[src/rtl/clk_div_pkg.sv]
// Shared definitions for the slow-rate clock/tick divider bank.
// Latency: n/a (package only).
// Backpressure: n/a (package only).
// Contents: default bank geometry, half-period word type, named game-rate
// half-periods computed for a 50 MHz board clock, and the helper that derives them.
package clk_div_pkg;

    localparam int DEFAULT_CH = 4;
    localparam int DEFAULT_CW = 32;

    typedef logic [DEFAULT_CW-1:0] half_t;

    localparam half_t DEFAULT_HALF = 32'd10_000_000;

    // Board clock the named rates below are computed for.
    localparam int unsigned CLK_MHZ = 50;

    // A full output period of period_us spans 2*(half+1) input cycles.
    function automatic half_t half_from_period_us(input int unsigned period_us);
        longint unsigned cycles;
        cycles = 64'(period_us) * 64'(CLK_MHZ) / 64'd2;
        return half_t'(cycles - 64'd1);
    endfunction

    localparam half_t HALF_1S    = half_from_period_us(1_000_000); // blink
    localparam half_t HALF_500MS = half_from_period_us(500_000);   // fast blink
    localparam half_t HALF_240MS = half_from_period_us(240_000);   // animation frame
    localparam half_t HALF_40MS  = half_from_period_us(40_000);    // sprite step
    localparam half_t HALF_20MS  = half_from_period_us(20_000);    // debounce sample

endpackage

[src/rtl/clk_div_chan.sv]
// One divider channel: square wave toggling every half+1 enabled cycles, plus edge tick.
// Latency: all outputs registered; ld reaches pend one edge later, restart acts on next edge.
// Backpressure: none; en freezes the channel, no handshake.
// Ports: clk, rst (async, active-high), en, restart, ld/ld_half (pending divisor load),
//        clk_out, tick, pend. Macro CLK_DIV_BANK_TICK_EN builds the tick register;
//        without it tick is tied to 0.
module clk_div_chan
    import clk_div_pkg::*;
#(
    parameter int            CW       = DEFAULT_CW,
    parameter logic [CW-1:0] DEF_HALF = CW'(DEFAULT_HALF)
) (
    input  logic          clk,
    input  logic          rst,
    input  logic          en,
    input  logic          restart,
    input  logic          ld,
    input  logic [CW-1:0] ld_half,
    output logic          clk_out,
    output logic          tick,
    output logic          pend
);

    logic [CW-1:0] cnt;
    logic [CW-1:0] half;
    logic [CW-1:0] nxt;
    logic          term;

    // cnt never exceeds half, so this is the terminal-count condition.
    assign term = (cnt >= half);

    always_ff @(posedge clk or posedge rst) begin
        if (rst) begin
            cnt     <= '0;
            half    <= DEF_HALF;
            nxt     <= DEF_HALF;
            pend    <= 1'b0;
            clk_out <= 1'b0;
        end else if (restart) begin
            cnt     <= '0;
            clk_out <= 1'b0;
            // A load coinciding with restart bypasses the pending stage.
            if (ld) begin
                half <= ld_half;
                nxt  <= ld_half;
                pend <= 1'b0;
            end else if (pend) begin
                half <= nxt;
                pend <= 1'b0;
            end
        end else begin
            if (en) begin
                if (!term) begin
                    cnt <= cnt + CW'(1);
                end else begin
                    cnt     <= '0;
                    clk_out <= ~clk_out;
                    // Divisor swaps only on a half-cycle boundary: no runt pulses.
                    if (pend) begin
                        half <= nxt;
                        pend <= 1'b0;
                    end
                end
            end
            // A fresh load wins over the clear above and waits for the next terminal count.
            if (ld) begin
                nxt  <= ld_half;
                pend <= 1'b1;
            end
        end
    end

`ifdef CLK_DIV_BANK_TICK_EN
    always_ff @(posedge clk or posedge rst) begin
        if (rst) begin
            tick <= 1'b0;
        end else begin
            tick <= en && !restart && term;
        end
    end
`else
    assign tick = 1'b0;
`endif

endmodule

[src/rtl/clk_div_bank.sv]
// Bank of CH independent programmable clock/tick dividers for slow game rates.
// Latency: outputs registered; ld -> pend one edge, restart effective next edge.
// Backpressure: none; per-channel en freezes counting, loads are fire-and-forget.
// Ports: clk, rst (async, active-high), en[CH], restart[CH], ld, ld_ch, ld_half,
//        clk_out[CH], tick[CH], pend[CH]. ld_ch >= CH is ignored.
//        Macro CLK_DIV_BANK_TICK_EN enables tick generation (tick is 0 otherwise).
module clk_div_bank
    import clk_div_pkg::*;
#(
    parameter int            CH       = DEFAULT_CH,
    parameter int            CW       = DEFAULT_CW,
    parameter logic [CW-1:0] DEF_HALF = CW'(DEFAULT_HALF)
) (
    input  logic                                 clk,
    input  logic                                 rst,
    input  logic [CH-1:0]                        en,
    input  logic [CH-1:0]                        restart,
    input  logic                                 ld,
    input  logic [((CH > 1) ? $clog2(CH) : 1)-1:0] ld_ch,
    input  logic [CW-1:0]                        ld_half,
    output logic [CH-1:0]                        clk_out,
    output logic [CH-1:0]                        tick,
    output logic [CH-1:0]                        pend
);

    localparam int LW = (CH > 1) ? $clog2(CH) : 1;

    genvar i;
    generate
        for (i = 0; i < CH; i++) begin : g_chan
            // Out-of-range ld_ch values match no channel and are dropped.
            logic ld_hit;
            assign ld_hit = ld && (ld_ch == LW'(i));

            clk_div_chan #(
                .CW       (CW),
                .DEF_HALF (DEF_HALF)
            ) u_chan (
                .clk     (clk),
                .rst     (rst),
                .en      (en[i]),
                .restart (restart[i]),
                .ld      (ld_hit),
                .ld_half (ld_half),
                .clk_out (clk_out[i]),
                .tick    (tick[i]),
                .pend    (pend[i])
            );
        end
    endgenerate

endmodule

[config.mk]
export PLATFORM = sky130hd
export DESIGN_NAME = clk_div_bank
export DESIGN_NICKNAME = d
export VERILOG_FILES = /design/src/rtl/clk_div_pkg.sv /design/src/rtl/clk_div_chan.sv /design/src/rtl/clk_div_bank.sv
export SDC_FILE = /design/constraint.sdc
export NUM_CORES = 1
export LEC_CHECK = 0
export CAP_MARGIN = 30
export CORE_UTILIZATION = 35
export DETAILED_ROUTE_END_ITERATION = 7
export GPL_TIMING_DRIVEN = 0
export SLEW_MARGIN = 20
export SYNTH_ARGS = -nofsm -noshare
export SYNTH_HDL_FRONTEND = slang
export SYNTH_SLANG_ARGS = --single-unit
[constraint.sdc]
create_clock -name clk -period 22.9 [get_ports clk]
set_clock_uncertainty 0.2 [all_clocks]
set_input_delay 4.58 -clock clk [delete_from_list [all_inputs] [get_ports clk]]
set_output_delay 4.58 -clock clk [all_outputs]
set_load 0.01 [all_outputs]
# After elaboration in Yosys (flattened, before gate mapping)
# Index checks and enable logic that the tools add are counted.
[totals] mem_count=0 word_cells=124 ram_bits=0 latch_bits=0 mem_bits_ro=0 reg_bits=392
[op_classes] n_reduce_logical=29 addsub=4 n_eq_ne=3 magnitude_cmp=4 mul=0 mux=60 bitwise=4 shifts=0 n_div=0
[op_table] cell="two-way mux 32 bit" count=32
[op_table] cell="adder 32 x 1 -> 32 bit, second input constant" count=4
[op_table] cell="greater-or-equal comparator 32 bit" count=4
[op_table] cell="two-way mux 1 bit" count=28
[op_table] cell="nonzero test 3 bit" count=8
[op_table] cell="AND reduction 2 bit" count=8
[op_table] cell="nonzero test 2 bit" count=8
[op_table] cell="equality test 2 bit, second input constant" count=2
[op_table] cell="logical AND 1 bit" count=4
[op_table] cell="inverter 1 bit" count=4
[op_table] cell="equality test 2 x 1 -> 1 bit, second input constant" count=1
[op_table] cell="zero test 2 bit" count=1

# Logic depth before layout (Yosys ltp)
# Gate-level depths: netlist of the first run.
[depth] ltp_word=5 depth_mapped=12 ltp_nobuf=9

# Cells and area by module
# Synthesis of the first run repeated with hierarchy kept, for this count alone.
[unflattened] hier_cells=2106 hier_area_um2=21270.4
[modules_own_cells] module="clk_div_chan (g_chan[0].u_chan ...)" cells_per_inst=519 seq_area_each_um2=2472.4 area_each_um2=5286.3 n_inst=3
[modules_own_cells] module="clk_div_chan (g_chan[3].u_chan)" cells_per_inst=545 seq_area_each_um2=2472.4 area_each_um2=5373.9 n_inst=1
[modules_own_cells] module="clk_div_bank" cells_per_inst=4 seq_area_each_um2=0.0 area_each_um2=37.5 n_inst=1

# Worst setup path after synthesis of the first run
# Ideal clock, no wire load.
[synth_timing] path_type="input-to-reg" from="input port restart[0]" to="register g_chan[0].u_chan.cnt[23]" path_slack_ns=16.288 setup_ns=0.132 arrival_ns=6.280 cell_stages=8 path_buffers=1 cell_sequence="buf_2 > nor2_1 > or4_1 > nor3_1 > and2_1 > nand4_1 > xor2_1 > nor2_1"
[synth_between] elab_chain_cells=1 word_cells_on_any_way=2 cone_classes="mux (1); reduce/logical (1)"
[synth_lines] item="from (decl)" line="clk_div_bank.sv:17" rtl="input logic [CH-1:0] restart,"
[synth_lines] item="two-way mux 32 bit / nonzero test 2 bit (equally long branches)"
[synth_lines] item="to (signal assigned)" line="clk_div_chan.sv:54" rtl="cnt <= cnt + CW'(1);"
[synth_lines] item="to (decl)" line="clk_div_chan.sv:24" rtl="logic [CW-1:0] cnt;"
# Parallel ways exist; a longest one is shown, timed or not.
# A chain may end at the register's enable or synchronous reset.

# Worst setup path in the final report of the first run
[layout_timing] from="input port en[1]" to="register g_chan[1].u_chan.cnt[31]"
[layout_between] elab_chain_cells=1
[layout_lines] item="from (decl)" line="clk_div_bank.sv:16" rtl="input logic [CH-1:0] en,"
[layout_lines] item="nonzero test 2 bit (no source line)"
[layout_lines] item="to (signal assigned)" line="clk_div_chan.sv:54"
[layout_lines] item="to (decl)" line="clk_div_chan.sv:24"
# Every way passes these cells.

==> results.cfg, run 1 <==
[cts]
tritoncts = built
postCtsSetupBuffers = 0
clkTransAtPathRegs_ns = 0.06
cts_resized = 0
h-tree-depth = 2
cts_sinks = 392
hold_buffers = 0
root_buffer = clkbuf_16
clockBufferDepth = 3
cts_buffers = 42
insertion_delay_ns = 0.57

[placement]
hpwl_um = 36300
io_buffers = 45
place_inst = 2971
place_congestion = 0.803
dpl_cell_area_mm2 = 0.0224

[die]
die-area_mm2 = 0.0605
floorplan.rows = 89
die_w_um = 246
pin_count = 57
fp.coreArea_mm2 = 0.0589
die_h_um = 246
initial_utilization_pct = 35.3

[critical_path]
slowest_delay_ns = 0.85
path_common_cell = nand4_1
cp_cell_sequence = clkdlybuf4s50_1, or2_2, nand4_1, nor4_1, and3_1, nand4_1, xor2_1, nor2_1
worst-r2r-setup-slack_ns = 19.49
crit_family = simple AND/OR/NAND/NOR gates
critPathKind = in2reg
timing.rr.start = g_chan[3].u_chan.half[23]
worstPathArrival_ns = 7.27
crit_path_max_fanout = 6
regToRegEndpoint = g_chan[3].u_chan.half[15]
critPathCaptureType = flip-flop
crit_buf_inv = 1
r2r_cells = 9
cp.required_ns = 23.13
start_kind = input pin
critPathSlowestCell = nor4_1

[detailed_routing]
firstDrtPassIters = 5
wl_per_cell_um = 16.6
wl_um = 50500
viasPerCell = 5.07
drc = 0
vias = 15400
drt_iter0_drc = 955
antenna_left = 0

[global_routing]
grt_pass1_wl_um = 82600
grt_max_degree = 109
grt_pass1_vias = 15400
grt_use_total_pct = 17.0
gr-total-overflow = 0
antenna_found_initial = 0

[yosys]
synth-edff-count = 0
ys.flop_type = dfrtp_1
synth.cell_area_mm2 = 0.0208
yosys.cell_types.count = 59
synthArstFlopShare_pct = 100
syn-instance-count = 2145
syn_avg_cell_area_um2 = 9.71
ys_ff_latch = 392
synth_warnings = 0
yosysSeqAreaShare_pct = 47.5

[finish]
n_antenna_cell = 0
post_route_cells_drive_above_1_share_pct = 10.1
multi_input_area_mm2 = 0.00985
layout_common_cells = dfrtp_1, nand2_1, o21ai_0
stdcell_count = 3047
final-seq-area_mm2 = 0.00989
fill_cells = 5497
finalInstanceArea_mm2 = 0.0238
final_common_cell = dfrtp_1
syn_to_final_growth_pct = 14.1
fin_nets = 2419

[sta]
min_period_ns = 7.04
max_freq_ghz = 0.142
rsz0062_at_grt = no
slew_violations = 0
slew_headroom_pct = 40.7
whs_ns = 0.257
setup_tns_ns = 0
worstMarginPinSlew_ns = 0.882
hold_viol = 0
setup_viol = 0
finalCritPeriodShare_pct = 30.7

[run_status]
status = completed

[hold_path]
min_to = g_chan[2].u_chan.nxt[10]
min_from = g_chan[2].u_chan.nxt[10]
hold_class = reg2reg
whs_path_depth = 2

[power]
cellLeakagePower_nw = 10.8
powerDensity_mw_per_mm2 = 79.1
irDropWorstVdd_v = 0.0000478
report.power.total_w = 0.00188

[run]
max_cap_viol_count = 0
==> cell families after synthesis <==
family / count (synthesis) / share of synthesized area (%)
adders and majority gates: 132 / 7.93
and+or+nand+nor: 767 / 18.3
muxes: 64 / 3.46
buffers and inverters: 271 / 5.27
DFF: 392 / 47.5
xor gates and xnor gates: 113 / 4.75
other: 1 / 0.0180
AOI/OAI and AO/OA: 405 / 12.7
==> sequential cells by signal (all words and copies together) (netlist names) <==
name                   cells
g_chan.u_chan.clk_out      4
g_chan.u_chan.pend         4
g_chan.u_chan.nxt        128
g_chan.u_chan.half       128
g_chan.u_chan.cnt        128
==> final cells by class <==
type                       instances  area share, %
buffer                           119           2.22
tap                              773           4.07
clock inverter                    15          0.706
inverter                         152           2.43
sequential                       392           41.6
timing repair buffer              50           2.39
multi-input combinational       1485           41.5
clock buffer                      61           5.11
==> tightest hold or removal path, stage by stage (launching register included) <==
cell and delay (ns):
dfstp_2 0.36, nand2_1 0.05, nand2_1 0.05
==> synth_stat cells, types with 19 or more instances <==
cell	instances	area share, %
nand3b_1	130	4.7
dfrtp_1	328	39
xor2_1	66	2.8
nand4_1	43	1.3
dfstp_2	64	8.1
clkbuf_1	79	1.4
nor3_1	19	0.46
a21oi_1	66	1.6
nor2_1	160	2.9
a22oi_1	32	1.2
a2bb2oi_1	94	4.0
buf_1	20	0.36
inv_1	152	2.7
nand3_1	49	1.2
ha_1	132	7.9
o21ai_0	161	3.9
mux2_2	64	3.5
xnor2_1	47	2.0
nand2_1	283	5.1
==> metal layers <==
layer  vias up  global-route usage [%]  share of wire, %
li1       7619                       -                 -
met1      7481                    22.2                45
met2       260                    28.1                47
met3        85                    2.38               3.7
met4         0                    7.14               4.1
met5         -                       0                 0
==> per-stage QoR <==
step	worst slack, ns	util (%)
after floorplan	7.33	-
after global placement	2.79	37.8
after detailed placement	15.30	38.0
after CTS	15.91	40.3
after global routing	15.68	40.3
final	15.86	40.3
==> where the power goes <==
group          leakage (nW)  switching, W  internal (W)
clock network         0.680      0.000288      0.000403
logic                  5.32      0.000164      0.000148
registers              4.81     0.0000563      0.000820
total                  10.8      0.000509       0.00137
==> how the worst max path moves through the flow <==
stage,from,slack (ns),depth (start not counted),endpoint
floorplan,rst,7.33,1,g_chan[0].u_chan.clk_out
global placement,rst,2.79,2,g_chan[0].u_chan.cnt[20]
detailed placement,en[1],15.30,8,g_chan[1].u_chan.cnt[31]
CTS,en[1],15.91,8,g_chan[1].u_chan.cnt[31]
global route,en[1],15.68,8,g_chan[1].u_chan.cnt[31]
finish,en[1],15.86,8,g_chan[1].u_chan.cnt[31]
Note: power is estimated with default switching activity, not from simulation.
==> run 2, diff against run 1 <==
==> constraint.sdc (replaced) <==
create_clock -name clk -period 6.6 [get_ports clk]
set_clock_uncertainty 0.2 [all_clocks]
set_input_delay 1.32 -clock clk [delete_from_list [all_inputs] [get_ports clk]]
set_output_delay 1.32 -clock clk [all_outputs]
set_load 0.01 [all_outputs]
==> run 2 against run 1 <==
Compared with the run above: wire length is 0.11% lower; core utilization grew 0.49 points; final area increased by 1.2%; global-route usage is 0.14 points lower; sequential power increased to 3.5 times the previous value; die area did not move; critical path type unchanged; largest cell class unchanged.
==> results.cfg, run 2 (synthesis gave the netlist of run 1 again) <==
[placement]
io_buffers = 45
pre_cts_ws_ns = 2.31
dpl_cell_area_mm2 = 0.0225
place_congestion = 0.811
hpwl_um = 37200

[cts]
root_buffer = clkbuf_16
clkTransAtPathRegs_ns = 0.06
cts_sinks = 392
clockBufferDepth = 3
h-tree-depth = 2
cts_buffers = 42
hold_buffers = 0
postCtsSetupBuffers = 0
tritoncts = built
cts_resized = 0
insertion_delay_ns = 0.55

[sta]
setup_tns_ns = 0
setup_viol = 0
worstMarginPinSlew_ns = 0.849
rsz0062_at_grt = no
fin_ws_ns = 2.87
finalCritPeriodShare_pct = 56.5
max_freq_ghz = 0.268
min_period_ns = 3.73
hold_viol = 0
slew_violations = 0
slew_headroom_pct = 42.9

[detailed_routing]
drc = 0
drt_iter0_drc = 1104
firstDrtPassIters = 5
wl_per_cell_um = 16.5
wl_um = 50500
viasPerCell = 5.11
antenna_left = 0
vias = 15600

[finish]
layout_common_cells = dfrtp_1, nand2_1, o21ai_0
fill_cells = 5532
final_common_cell = dfrtp_1
fin_nets = 2428
reg.largest.list = g_chan.u_chan.cnt x128, g_chan.u_chan.half x128, g_chan.u_chan.nxt x128
n_antenna_cell = 0
syn_to_final_growth_pct = 15.5
finalInstanceArea_mm2 = 0.0240
post_route_cells_drive_above_1_share_pct = 10.6

[global_routing]
grt_pass1_wl_um = 82100
grt_pass1_vias = 15200
gr-total-overflow = 0
grt_use_total_pct = 16.8
antenna_found_initial = 0
grt_max_degree = 35

[hold_path]
hold_class = reg2reg

[die]
die-area_mm2 = 0.0605
fp.coreArea_mm2 = 0.0589
die_w_um = 246
floorplan.rows = 89
pin_count = 57
initial_utilization_pct = 35.3
die_h_um = 246

[critical_path]
critPathSlowestCell = nor4_1
start_kind = input pin
path_common_cell = nand4_1
crit_path_max_fanout = 6
worstPathArrival_ns = 3.94
critPathCaptureType = flip-flop
critPathKind = in2reg
cp.required_ns = 6.81
cp_cell_sequence = clkdlybuf4s50_1, or2_2, nand4_1, nor4_1, and3_1, nand4_1, xor2_1, nor2_1
slowest_delay_ns = 0.79

[power]
cellLeakagePower_nw = 10.9
irDropWorstVdd_v = 0.000177
powerDensity_mw_per_mm2 = 279

[run]
max_cap_viol_count = 0

[run_status]
status = completed
## run 2: cell types whose count changed in the layout (fill, tap and decap cells not counted), sizes merged
cell    delta
buf        +9
clkbuf     +1
inv        -1
bufinv     +4
clkinv     -3
## run 2: worst max-delay path: cells and delay by family
kind / cells / cell delay (ns)
buffers and inverters: 1 / 0.63
AND/OR/NAND/NOR: 6 / 1.82
XOR/XNOR: 1 / 0.16
## run 2: through the flow
| stage | power [W] | utilization [%] | hold slack (ns) | std cells |
|---|---|---|---|---|
| finish | 0.00671 | 40.8 | 0.256 | 3057 |
| CTS | 0.00678 | 40.8 | 0.258 | 3057 |
| global placement | 0.00410 | 37.8 | 0.243 | 2966 |
| floorplan | 0.00383 | - | 0.236 | 2148 |
| global route | 0.00705 | 40.8 | 0.269 | 3057 |
| detailed placement | 0.00417 | 38.3 | 0.247 | 2980 |
## run 2: area by class of cell
class | count | area (um2) | share of cell area, %
clock inverters | 15 | 262 | 1.09
multi-input cells | 1485 | 9850 | 41.0
repair buffers | 59 | 733 | 3.05
inverters | 152 | 574 | 2.39
plain buffers | 119 | 527 | 2.19
flip-flops and latches | 392 | 9890 | 41.1
clock buffers | 62 | 1250 | 5.19
well taps | 773 | 967 | 4.02
## run 2: final timing paths
path / from / to / slack, ns / cells past startpoint
worst max-delay path: en[1] / g_chan[1].u_chan.cnt[31] / 2.87 / 8
worst min-delay path: g_chan[2].u_chan.nxt[9] / g_chan[2].u_chan.nxt[9] / 0.26 / 2
worst max register to register: g_chan[0].u_chan.half[31] / g_chan[0].u_chan.half[1] / 3.16 / 9
worst min register to register: g_chan[2].u_chan.nxt[9] / g_chan[2].u_chan.nxt[9] / 0.26 / 2
min in group asynchronous: rst / g_chan[2].u_chan.cnt[2] / 1.03 / 2
max in group asynchronous: rst / g_chan[0].u_chan.half[19] / 3.65 / 7
## run 2: power by group
| part | switching, W | internal [W] |
|---|---|---|
| clock network | 0.000982 | 0.00158 |
| registers | 0.000197 | 0.00284 |
| logic | 0.000575 | 0.000522 |
## run 2: layer usage
metal	global-route usage (%)	routed length [um]
met5	0	0
met4	6.59	1970
met3	1.82	1770
met2	28.1	23900
met1	22.3	22900
==> run 3, diff against run 2 <==
==> constraint.sdc (replaced) <==
create_clock -name clk -period 3.2 [get_ports clk]
set_clock_uncertainty 0.2 [all_clocks]
set_input_delay 0.64 -clock clk [delete_from_list [all_inputs] [get_ports clk]]
set_output_delay 0.64 -clock clk [all_outputs]
set_load 0.01 [all_outputs]
==> run 3 against run 2 <==
Compared with the run above: clock power rose by 110%; global-route usage barely moved; core utilization rose by 0.32 points; via count rose by 0.16%; die area did not move; register-to-register slack got worse by 3.1 ns; final area rose by 0.78%; first-iteration DRC count fell by 5.3%; cell count rose by 0.20%; clock-buffer cell count did not move.
==> results.cfg, run 3 (synthesis gave the netlist of run 1 again) <==
[critical_path]
path_common_cell = buf_6
cp_cell_sequence = ha_1, nand2b_4, a2111oi_4, nor4_4, o311a_1, o41a_1, buf_6, and2_1, buf_6, buf_6, a2bb2oi_1
timing.rr.start = g_chan[1].u_chan.half[0]
start_kind = flip-flop
worstPathArrival_ns = 3.31
critPathKind = reg2reg
crit_path_max_fanout = 10
critPathSlowestCell = o311a_1
worst-r2r-setup-slack_ns = 0.1
r2r_cells = 11
regToRegEndpoint = g_chan[1].u_chan.half[6]
slowest_delay_ns = 0.40
cp.depth = 11
cp.required_ns = 3.40
crit_family = compound AO/OA/AOI/OAI gates
crit_buf_inv = 3
critPathCaptureType = flip-flop

[finish]
stdcell_count = 3063
n_antenna_cell = 0
final-seq-area_mm2 = 0.00989
multi_input_area_mm2 = 0.00996
syn_to_final_growth_pct = 16.4
layout_common_cells = dfrtp_1, nand2_1, nor2_1, o21ai_0, inv_1
finalInstanceArea_mm2 = 0.0242
final_common_cell = dfrtp_1
fill_cells = 5511
fin_nets = 2434
reg.largest.list = g_chan.u_chan.cnt x128, g_chan.u_chan.half x128, g_chan.u_chan.nxt x128
post_route_cells_drive_above_1_share_pct = 12.4

[run_status]
status = completed

[cts]
root_buffer = clkbuf_16
h-tree-depth = 2
clockBufferDepth = 3
insertion_delay_ns = 0.55
clkTransAtPathRegs_ns = 0.06
cts_sinks = 392
cts_buffers = 42
tritoncts = built

[detailed_routing]
vias = 15600
viasPerCell = 5.10
wl_per_cell_um = 16.6
wl_um = 50700
antenna_left = 0
firstDrtPassIters = 5
drt_iter0_drc = 1046
drc = 0

[sta]
hold_viol = 0
slew_violations = 0
setup_tns_ns = 0
slew_headroom_pct = 42.7
finalCritPeriodShare_pct = 96.9
worstMarginPinSlew_ns = 0.852
min_period_ns = 3.10
max_freq_ghz = 0.322
rsz0062_at_grt = no
fin_ws_ns = 0.0981
setup_viol = 0

[global_routing]
grt_max_degree = 35
grt_pass1_vias = 15300
gr-total-overflow = 0
antenna_found_initial = 0
grt_pass1_wl_um = 82300
grt_use_total_pct = 16.9

[placement]
io_buffers = 45
dpl_cell_area_mm2 = 0.0225
place_inst = 2980
place_congestion = 0.811
pre_cts_ws_ns = -0.412
hpwl_um = 37200

[die]
floorplan.rows = 89
die-area_mm2 = 0.0605
pin_count = 57
die_h_um = 246
initial_utilization_pct = 35.3
fp.coreArea_mm2 = 0.0589
die_w_um = 246

[run]
max_cap_viol_count = 0

[power]
cellLeakagePower_nw = 11.1
powerDensity_mw_per_mm2 = 572
report.power.total_w = 0.0139
irDropWorstVdd_v = 0.000366

[hold_path]
hold_class = in2reg
min_from = restart[0]
whs_path_depth = 2
min_to = g_chan[0].u_chan.clk_out
==> run 3: cell types whose count changed in the layout (fill, tap and decap cells not counted), sizes merged <==
cell and change:
clkbuf -1, buf +7
==> run 3: report_power, final <==
group | switching (W) | leakage, nW | total [W] | internal (W)
registers | 0.000405 | 4.81 | 0.00627 | 0.00587
clock network | 0.00203 | 0.744 | 0.00530 | 0.00327
logic | 0.00120 | 5.50 | 0.00230 | 0.00109
==> run 3: metal layers <==
| layer | GRT usage, % | wire length, um | vias to the layer above |
|---|---|---|---|
| li1 | - | - | 7637 |
| met1 | 22.3 | 23000 | 7624 |
| met2 | 28.2 | 23900 | 284 |
| met3 | 1.82 | 1690 | 89 |
| met4 | 6.61 | 2100 | 0 |
| met5 | 0 | 0 | - |
==> run 3: worst max path at each step <==
| stage | startpoint | to | slack (ns) |
|---|---|---|---|
| floorplan | rst | g_chan[0].u_chan.clk_out | -2.86 |
| global placement | rst | g_chan[0].u_chan.cnt[21] | -5.41 |
| detailed placement | en[1] | g_chan[1].u_chan.cnt[31] | -0.41 |
| CTS | g_chan[2].u_chan.half[15] | g_chan[2].u_chan.half[17] | 0.02 |
| global route | g_chan[0].u_chan.half[31] | g_chan[0].u_chan.half[23] | 0.003 |
| finish | g_chan[1].u_chan.half[0] | g_chan[1].u_chan.half[6] | 0.1 |
==> run 3: repair_timing <==
| action | CTS | global route |
|---|---|---|
| setup endpoints to repair | 203 | 208 |
| gates cloned | 0 | 0 |
| pin swaps | 1 | 5 |
| resized for setup | 14 | 52 |
| hold buffers | 0 | 0 |
| setup buffers | 0 | 6 |
==> run 3: through the flow <==
stage / hold slack, ns / util [%]
after floorplan: 0.236 / -
after global placement: 0.243 / 37.8
after detailed placement: 0.247 / 38.3
after CTS: 0.171 / 40.9
after global routing: 0.196 / 41.1
final: 0.197 / 41.1
==> run 3: area by class of cell <==
cell class	instances	share of cell area, %
tap	773	3.99
inverter	152	2.37
buffer	119	2.31
timing repair buffer	65	3.21
multi-input combinational	1485	41.1
sequential	392	40.8
clock buffer	62	5.15
clock inverter	15	1.08
